$ cat config.mk
export PLATFORM = sky130hd
export DESIGN_NAME = mem_bus_arbiter
export DESIGN_NICKNAME = d
export VERILOG_FILES = /design/src/rtl/mem_bus_arbiter_pkg.sv /design/src/rtl/mem_bus_arbiter_result_hold.sv /design/src/rtl/mem_bus_arbiter.sv
export SDC_FILE = /design/constraint.sdc
export NUM_CORES = 1
export LEC_CHECK = 0
export ABC_AREA = 1
export BUFFER_PORTS_ARGS = -buffer_cell sky130_fd_sc_hd__buf_4
export CAP_MARGIN = 40
export CORE_MARGIN = 2
export CORE_UTILIZATION = 35
export DETAILED_ROUTE_END_ITERATION = 8
export PLACE_DENSITY = 0.78
export SYNTH_ARGS = -nofsm -noshare
export SYNTH_HDL_FRONTEND = slang
export SYNTH_SLANG_ARGS = --single-unit
$ cat constraint.sdc
create_clock -name clk -period 1.4 [get_ports clk]
set_input_delay 0.21 -clock clk [delete_from_list [all_inputs] [get_ports clk]]
set_output_delay 0.21 -clock clk [all_outputs]
set_load 0.02 [all_outputs]
$ cat src/rtl/mem_bus_arbiter_pkg.sv
// Shared types and constants for the IF/MEM memory bus arbiter.
package mem_bus_arbiter_pkg;

  typedef enum logic [1:0] {
    ARB_IDLE    = 2'b00,
    ARB_GNT_IF  = 2'b01,
    ARB_GNT_MEM = 2'b10
  } arb_state_e;

  localparam logic RST_ENABLE = 1'b1;
  localparam logic STOP       = 1'b1;
  localparam logic NO_STOP    = 1'b0;

  // Positions of the IF and MEM hold bits inside the ctrl stall vector.
  localparam int STALL_IF_BIT  = 1;
  localparam int STALL_MEM_BIT = 4;

  // Timeout counter width: wide enough for the limit, never narrower than 8 bits.
  function automatic int tmo_cnt_width(input int limit);
    int w;
    w = $clog2(limit + 1);
    return (w > 8) ? w : 8;
  endfunction

endpackage

$ cat src/rtl/mem_bus_arbiter_result_hold.sv
// Per-stage result holder: captures the completed read data, raises done, and
// drops done once the owning stage advances (its stall bit is low).
module mem_bus_arbiter_result_hold
  import mem_bus_arbiter_pkg::*;
#(
  parameter int DW = 32
) (
  input  logic          clk,
  input  logic          rst,
  input  logic          load_i,
  input  logic [DW-1:0] data_i,
  input  logic          stall_i,
  output logic          done_o,
  output logic [DW-1:0] rdata_o
);

  logic          done_q;
  logic [DW-1:0] rdata_q;

  // Load has priority; a grant is never issued while done is set, so load and
  // clear cannot collide in practice.
  always_ff @(posedge clk) begin
    if (rst == RST_ENABLE) begin
      done_q  <= 1'b0;
      rdata_q <= '0;
    end else if (load_i) begin
      done_q  <= 1'b1;
      rdata_q <= data_i;
    end else if (done_q && !stall_i) begin
      done_q  <= 1'b0;
    end
  end

  assign done_o  = done_q;
  assign rdata_o = rdata_q;

endmodule

$ cat src/rtl/mem_bus_arbiter.sv
// Single-port memory bus arbiter between IF (fetch) and MEM (load/store).
// MEM has fixed priority. Optional abort-on-timeout is enabled by defining
// ARB_TIMEOUT_EN; without it a granted transaction waits for ack forever.
module mem_bus_arbiter
  import mem_bus_arbiter_pkg::*;
#(
  parameter int AW      = 32,
  parameter int DW      = 32,
  parameter int TIMEOUT = 255
) (
  input  logic            clk,
  input  logic            rst,
  input  logic [5:0]      stall,
  input  logic            if_req,
  input  logic [AW-1:0]   if_addr,
  output logic [DW-1:0]   if_rdata,
  output logic            stallreq_if,
  input  logic            mem_req,
  input  logic            mem_we,
  input  logic [AW-1:0]   mem_addr,
  input  logic [DW/8-1:0] mem_sel,
  input  logic [DW-1:0]   mem_wdata,
  output logic [DW-1:0]   mem_rdata,
  output logic            stallreq_mem,
  output logic            bus_req,
  output logic            bus_we,
  output logic [AW-1:0]   bus_addr,
  output logic [DW/8-1:0] bus_sel,
  output logic [DW-1:0]   bus_wdata,
  input  logic [DW-1:0]   bus_rdata,
  input  logic            bus_ack,
  output logic            timeout
);

  localparam int SW = DW / 8;

  arb_state_e    state_q, state_d;
  logic          bus_req_q, bus_req_d;
  logic          bus_we_q, bus_we_d;
  logic [AW-1:0] bus_addr_q, bus_addr_d;
  logic [SW-1:0] bus_sel_q, bus_sel_d;
  logic [DW-1:0] bus_wdata_q, bus_wdata_d;

  logic          if_done, mem_done;
  logic          if_load, mem_load;
  logic [DW-1:0] load_data;
  logic          abort;

  logic unused_stall;
  assign unused_stall = ^{stall[5], stall[3:2], stall[0]};

`ifdef ARB_TIMEOUT_EN
  localparam int TW = tmo_cnt_width(TIMEOUT);
  logic [TW-1:0] tmo_cnt_q, tmo_cnt_d;
  logic          timeout_q;

  // Down-counter: preset while idle, counts grant cycles; terminal count is zero.
  always_comb begin
    tmo_cnt_d = tmo_cnt_q;
    if (state_q == ARB_IDLE) begin
      tmo_cnt_d = TW'(TIMEOUT - 1);
    end else if (tmo_cnt_q != '0) begin
      tmo_cnt_d = tmo_cnt_q - 1'b1;
    end
  end

  assign abort = (state_q != ARB_IDLE) && !bus_ack && (tmo_cnt_q == '0);

  // Counter register and one-cycle timeout pulse aligned with the result load.
  always_ff @(posedge clk) begin
    if (rst == RST_ENABLE) begin
      tmo_cnt_q <= TW'(TIMEOUT - 1);
      timeout_q <= 1'b0;
    end else begin
      tmo_cnt_q <= tmo_cnt_d;
      timeout_q <= abort;
    end
  end

  assign timeout = timeout_q;
`else
  localparam int unused_timeout_limit = TIMEOUT;
  assign abort   = 1'b0;
  assign timeout = 1'b0;
`endif

  // Grant selection, command capture on grant, completion on ack or abort.
  always_comb begin
    state_d     = state_q;
    bus_req_d   = bus_req_q;
    bus_we_d    = bus_we_q;
    bus_addr_d  = bus_addr_q;
    bus_sel_d   = bus_sel_q;
    bus_wdata_d = bus_wdata_q;
    if_load     = 1'b0;
    mem_load    = 1'b0;
    unique case (state_q)
      ARB_IDLE: begin
        if (mem_req && !mem_done) begin
          state_d     = ARB_GNT_MEM;
          bus_req_d   = 1'b1;
          bus_we_d    = mem_we;
          bus_addr_d  = mem_addr;
          bus_sel_d   = mem_sel;
          bus_wdata_d = mem_wdata;
        end else if (if_req && !if_done) begin
          state_d     = ARB_GNT_IF;
          bus_req_d   = 1'b1;
          bus_we_d    = 1'b0;
          bus_addr_d  = if_addr;
          bus_sel_d   = '1;
          bus_wdata_d = '0;
        end
      end
      ARB_GNT_IF: begin
        if (bus_ack || abort) begin
          if_load   = 1'b1;
          state_d   = ARB_IDLE;
          bus_req_d = 1'b0;
        end
      end
      ARB_GNT_MEM: begin
        if (bus_ack || abort) begin
          mem_load  = 1'b1;
          state_d   = ARB_IDLE;
          bus_req_d = 1'b0;
        end
      end
      default: begin
        state_d   = ARB_IDLE;
        bus_req_d = 1'b0;
      end
    endcase
  end

  assign load_data = abort ? '0 : bus_rdata;

  // FSM state and registered bus command.
  always_ff @(posedge clk) begin
    if (rst == RST_ENABLE) begin
      state_q     <= ARB_IDLE;
      bus_req_q   <= 1'b0;
      bus_we_q    <= 1'b0;
      bus_addr_q  <= '0;
      bus_sel_q   <= '0;
      bus_wdata_q <= '0;
    end else begin
      state_q     <= state_d;
      bus_req_q   <= bus_req_d;
      bus_we_q    <= bus_we_d;
      bus_addr_q  <= bus_addr_d;
      bus_sel_q   <= bus_sel_d;
      bus_wdata_q <= bus_wdata_d;
    end
  end

  mem_bus_arbiter_result_hold #(.DW(DW)) u_if_hold (
    .clk     (clk),
    .rst     (rst),
    .load_i  (if_load),
    .data_i  (load_data),
    .stall_i (stall[STALL_IF_BIT]),
    .done_o  (if_done),
    .rdata_o (if_rdata)
  );

  mem_bus_arbiter_result_hold #(.DW(DW)) u_mem_hold (
    .clk     (clk),
    .rst     (rst),
    .load_i  (mem_load),
    .data_i  (load_data),
    .stall_i (stall[STALL_MEM_BIT]),
    .done_o  (mem_done),
    .rdata_o (mem_rdata)
  );

  assign stallreq_if  = (if_req  && !if_done)  ? STOP : NO_STOP;
  assign stallreq_mem = (mem_req && !mem_done) ? STOP : NO_STOP;

  assign bus_req   = bus_req_q;
  assign bus_we    = bus_we_q;
  assign bus_addr  = bus_addr_q;
  assign bus_sel   = bus_sel_q;
  assign bus_wdata = bus_wdata_q;

endmodule
==> After elaboration in Yosys (flattened, before gate mapping) <==
Index checks and enable logic that the tools add are counted.
W data, S select, Z words.
{ "word_totals": {"reg_bits": 138, "input_bits": 144, "output_inout_bits": 137, "elab_cells": 54} }
{ "op_classes": {"n_eq_ne": 4, "mux": 25, "n_reduce_logical": 15} }
{ "op_table": {"columns": ["operator", "count"], "rows": [
  ["$mux W32", 4],
  ["$mux W1", 14],
  ["$mux W4", 2],
  ["$mux W2", 3],
  ["$reduce_bool A2 Y1", 3],
  ["$logic_and A1 B1 Y1", 4],
  ["$logic_not A1 Y1", 4],
  ["$pmux W2 S2", 1],
  ["$reduce_and A2 Y1", 2],
  ["$ne A3 B3 Y1 const B", 1],
  ["$eq A2 B1 Y1 const B", 1],
  ["$eq A2 B2 Y1 const B", 1],
  ["$logic_not A2 Y1", 1],
  ["$ne A2 B1 Y1 const B", 1],
  ["$pmux W1 S2", 1],
  ["$reduce_or A2 Y1", 1]
]} }

==> Logic depth before layout (Yosys ltp) <==
{ "logic_depth": {"ltp_word": 5, "ltp_mapped": 9} }

==> Modules after synthesis <==
Synthesis repeated with hierarchy kept, for this count alone.
{ "unflattened": {"hier_cells": 856, "hier_area_um2": 5815.6} }
{ "by_module_without_submodules": {"columns": ["module", "instances", "cells_each", "area_each_um2", "seq_area_each_um2"], "rows": [
  ["mem_bus_arbiter", 1, 442, 3100.5, 1441.4],
  ["mem_bus_arbiter_result_hold", 2, 207, 1357.6, 660.6]
]} }

==> Least setup slack after synthesis <==
No wires, ideal clock.
{ "synth_timing": {"kind": "reg-to-reg", "startpoint": "register state_q[0]", "endpoint": "register bus_addr_q[0], in the netlist bus_addr[0]", "setup_time_ps": 113, "arrival_time_ps": 1234, "t_required_ps": 1287, "slack_ps": 53, "stages_incl_launch_ff": 9, "path_buffers": 2, "synth_period_minus_slack_ps": 1347, "cell_sequence": "dfxtp_1 > inv_1 > ha_1 > nand2_4 > nand2_4 > buf_6 > buf_6 > o21ai_1 > nor2_1"} }
{ "synth_via": {"elab_chain_cells": 2} }
{ "synth_rtl": {"columns": ["element", "line", "rtl"], "rows": [
  ["from (decl)", "mem_bus_arbiter.sv:37", "arb_state_e state_q, state_d;"],
  ["from (signal assigned)", "mem_bus_arbiter.sv:148", "state_q <= state_d;"],
  ["$logic_not A2 Y1", "mem_bus_arbiter.sv:97", "unique case (state_q)"],
  ["$reduce_and A2 Y1 (no line)", null, null],
  ["to (signal assigned)", "mem_bus_arbiter.sv:151", "bus_addr_q <= bus_addr_d;"],
  ["to (decl)", "mem_bus_arbiter.sv:40", "logic [AW-1:0] bus_addr_q, bus_addr_d;"]
]} }
Every way passes these cells.
A chain may end at the register's enable or synchronous reset.

==> Worst setup path in the final report <==
{ "layout_timing": {"startpoint": "register u_mem_hold.done_q, in the netlist u_mem_hold.done_o", "endpoint": "output port stallreq_mem"} }
{ "layout_via": {"elab_chain_cells": 3} }
{ "layout_rtl": {"columns": ["element", "line", "rtl"], "rows": [
  ["from (decl)", "mem_bus_arbiter_result_hold.sv:17", "logic done_q;"],
  ["from (signal assigned)", "mem_bus_arbiter_result_hold.sv:24", "done_q <= 1'b0;"],
  ["from (signal assigned)", "mem_bus_arbiter_result_hold.sv:27", "done_q <= 1'b1;"],
  ["from (signal assigned)", "mem_bus_arbiter_result_hold.sv:30", "done_q <= 1'b0;"],
  ["$logic_not A1 Y1", "mem_bus_arbiter.sv:178", "assign stallreq_mem = (mem_req && !mem_done) ? STOP : NO_STOP;"],
  ["$logic_and A1 B1 Y1", "mem_bus_arbiter.sv:178", null],
  ["$mux W1", "mem_bus_arbiter.sv:178", null],
  ["to (decl)", "mem_bus_arbiter.sv:24", "output logic stallreq_mem,"]
]} }
Every way passes these cells.

==> impl_results.md <==
- Drt wl/cell: 14.7 µm
- IO Port Bufs: 275
- Post-route cell area: 8500 µm²
- Post-synthesis async set-or-reset flop share: 0%
- Gr usage total: 20.3%
- CP arrival: ~1.2 ns
- Worst-Skew Late Latency: just over 0.4 ns
- Synth warnings: 0
- Worst Path Max Fanout: 3
- Post-Syn Instances: between 700 and 800
- Final #Nets: around 1100
- Clock transition at path regs: 0.06 ns
- RSZ-0062 raised after global routing: yes
- Antenna Cells: 0
- Max H-tree Level: 4
- Core ar.: around 15000 µm²
- Die H: ~130 µm
- Leading area contributor after synthesis: dfxtp_1
- Synth top cells by count: nor2_1 (200), nand2_1 (140), dfxtp_1 (138)
- Worst path cell trace: inv_2 -> nand2_4 -> inv_6 -> buf_12 -> buf_6
- Area share of the largest cell type after synthesis: between 50% and 60%
- Area growth syn-to-layout: 59.0%
- Via count: between 5000 and 6000
- I/O pin count: approximately 280
- Top cells by area, synth: dfxtp_1 (52%), nor2_1 (14%), nand2_1 (9.8%)
- Setup TNS: 0 ns
- Die Area: between 15000 and 20000 µm²
- CTS Buffer Depth: 2
- WL final: ~18 mm
- Placement Cell Area: 7630 µm²
- Fmax: ~740 MHz
- Iter 0 DRT Violations: ~300
- WS Path Type: flip-flop to output pin
- Std cell rows: 45
- Global-route wire length before repair: roughly 26 mm
- Hold WC Path Type: primary input to flip-flop
- Clock sinks: 138
- WHS: between 0.04 and 0.05 ns
- Dominant synthesized flop cell: dfxtp_1
- Post-synth net total: 870
- Max cap viols: 0
- Final Cycle Share: 96.8%
- Slowest CP cell: dfxtp_2
- Root Driver: clkbuf_16
- CP Launch Type: flip-flop
- Static Leak: just over 4 nW
- Final setup fails: 0
- Initial antenna violation count: 0
- Grt ovf: 0
- Vias in the first global route: about 5400
- CP endpoint kind: output pin
- Synth Area per Inst: between 7 and 8 µm²
- Worst stage delay on the critical path: 0.33 ns
- Synth Register Bits: between 100 and 150
- Final Hold Viols: 0
- Post-Syn Area: ~5300 µm²
- GP Congestion: 0.784
- PD cells: around 1300 nW/µm²
- DPL Wire Length: 11.3 mm
- Initial DRT Pass Iterations: 5
- VDD IR-drop max: 1.02 mV
- Vias per inst: about 4.7
- CTS tree: done
- DRC errors left: 0
- Outcome: finished clean
- Antenna-violating nets left: 0
- Period minus WS final: between 1 and 1.5 ns
- Post-CTS Hold Buffers: 0
- Post-synth EDFFs: 0
- Post-synth cell types: 22
- Initial cell density of the core: about 35%
- Skew final: approximately 0.008 ns
- CTS buffer count: 17
- Register area share after synthesis: 51.7%
- Slew Viols, Final: 0
- Largest net degree at the start of global routing: 72
- Most common cell in the netlist: nor2_1
- Die width: approximately 130 µm
- Power Total: approximately 0.011 W
- Share of cells above drive strength 1: between 30% and 40%
- Fin util: 56.3%
- CP Data Required Time: about 1.2 ns
==> worst max-delay path, delay by kind of cell (launching register included) <==
kind	cells	cell delay, ns
and+or+nand+nor	1	0.08
buffers and inverters	4	0.32
DFF	1	0.33
==> kinds of logic after synthesis <==
group           Yosys count  synth area share, %
flops                   138                 51.7
buf+inv                  62                 6.23
compound gates          138                 13.0
fa+ha+maj                 3                0.702
simple gates            381                 28.3
other cells               1               0.0701
==> state kept, by name, summed over array words and instances (netlist names) <==
signal              cells
bus_addr               32
bus_wdata              32
u_mem_hold.rdata_o     32
bus_sel                 4
u_if_hold.done_o        1
u_if_hold.rdata_o      32
bus_req                 1
state_q                 2
bus_we                  1
u_mem_hold.done_o       1
==> through the flow <==
| stage | std cells | setup slack, ns |
|---|---|---|
| 4_1_cts | 1191 | -0.0276 |
| 6_report | 1200 | 0.0442 |
| 3_3_place_gp | 1158 | -0.0816 |
| 3_5_place_dp | 1158 | -0.144 |
| 5_1_grt | 1200 | -0.0129 |
| 2_1_floorplan | 723 | 0.0529 |
==> cell type report <==
type	instances	area [µm²]
well taps	188	235
repair buffers	308	2560
clock inverters	9	88.8
multi-input cells	523	2310
inverters	12	57.6
fillers	1415	6590
flip-flops and latches	138	2770
clock buffers	22	484
==> power by group <==
| part | total (W) | internal [W] | leakage (nW) | switching, W |
|---|---|---|---|---|
| clock network | 0.00434 | 0.00263 | 0.275 | 0.00171 |
| logic | 0.00259 | 0.00116 | 2.62 | 0.00143 |
| registers | 0.00444 | 0.00426 | 1.13 | 0.000179 |
| total | 0.0114 | 0.00806 | 4.02 | 0.00331 |
==> path summary, 6_finish.rpt <==
| check | to | cells after the start | start | slack, ns |
|---|---|---|---|---|
| setup reg to reg | u_if_hold.rdata_o[2] | 8 | state_q[1] | 0.07 |
| hold / removal | u_mem_hold.rdata_o[10] | 3 | bus_rdata[10] | 0.05 |
| hold reg to reg | u_mem_hold.done_o | 2 | u_mem_hold.done_o | 0.46 |
| setup / recovery | stallreq_mem | 5 | u_mem_hold.done_o | 0.04 |
==> placed cells by master (no fill, tap or decap), drive strengths merged <==
cell type / instances
conb: 1
clkinvlp: 3
buf: 302
inv: 14
nand3: 34
dfxtp: 138
clkbuf: 27
ha: 3
o21ai: 100
a21oi: 38
clkinv: 3
nand2: 145
nor2: 201
bufbuf: 1
bufinv: 1
nand4: 1
==> per-layer routing <==
metal | up-vias | global-route usage [%] | share of wire, %
li1 | 2861 | - | -
met1 | 2576 | 23.8 | 42
met2 | 232 | 34.5 | 48
met3 | 23 | 7.20 | 8.4
met4 | 0 | 6.59 | 1.8
met5 | - | 0 | 0
==> what timing repair did <==
item                                    CTS  global route
pin swaps                                 0             4
cloned                                    1             6
setup buffers                             1             3
endpoints found under the setup margin   72           100
gates resized for setup                   9            39
No activity file was read; power rests on OpenSTA's default activity.
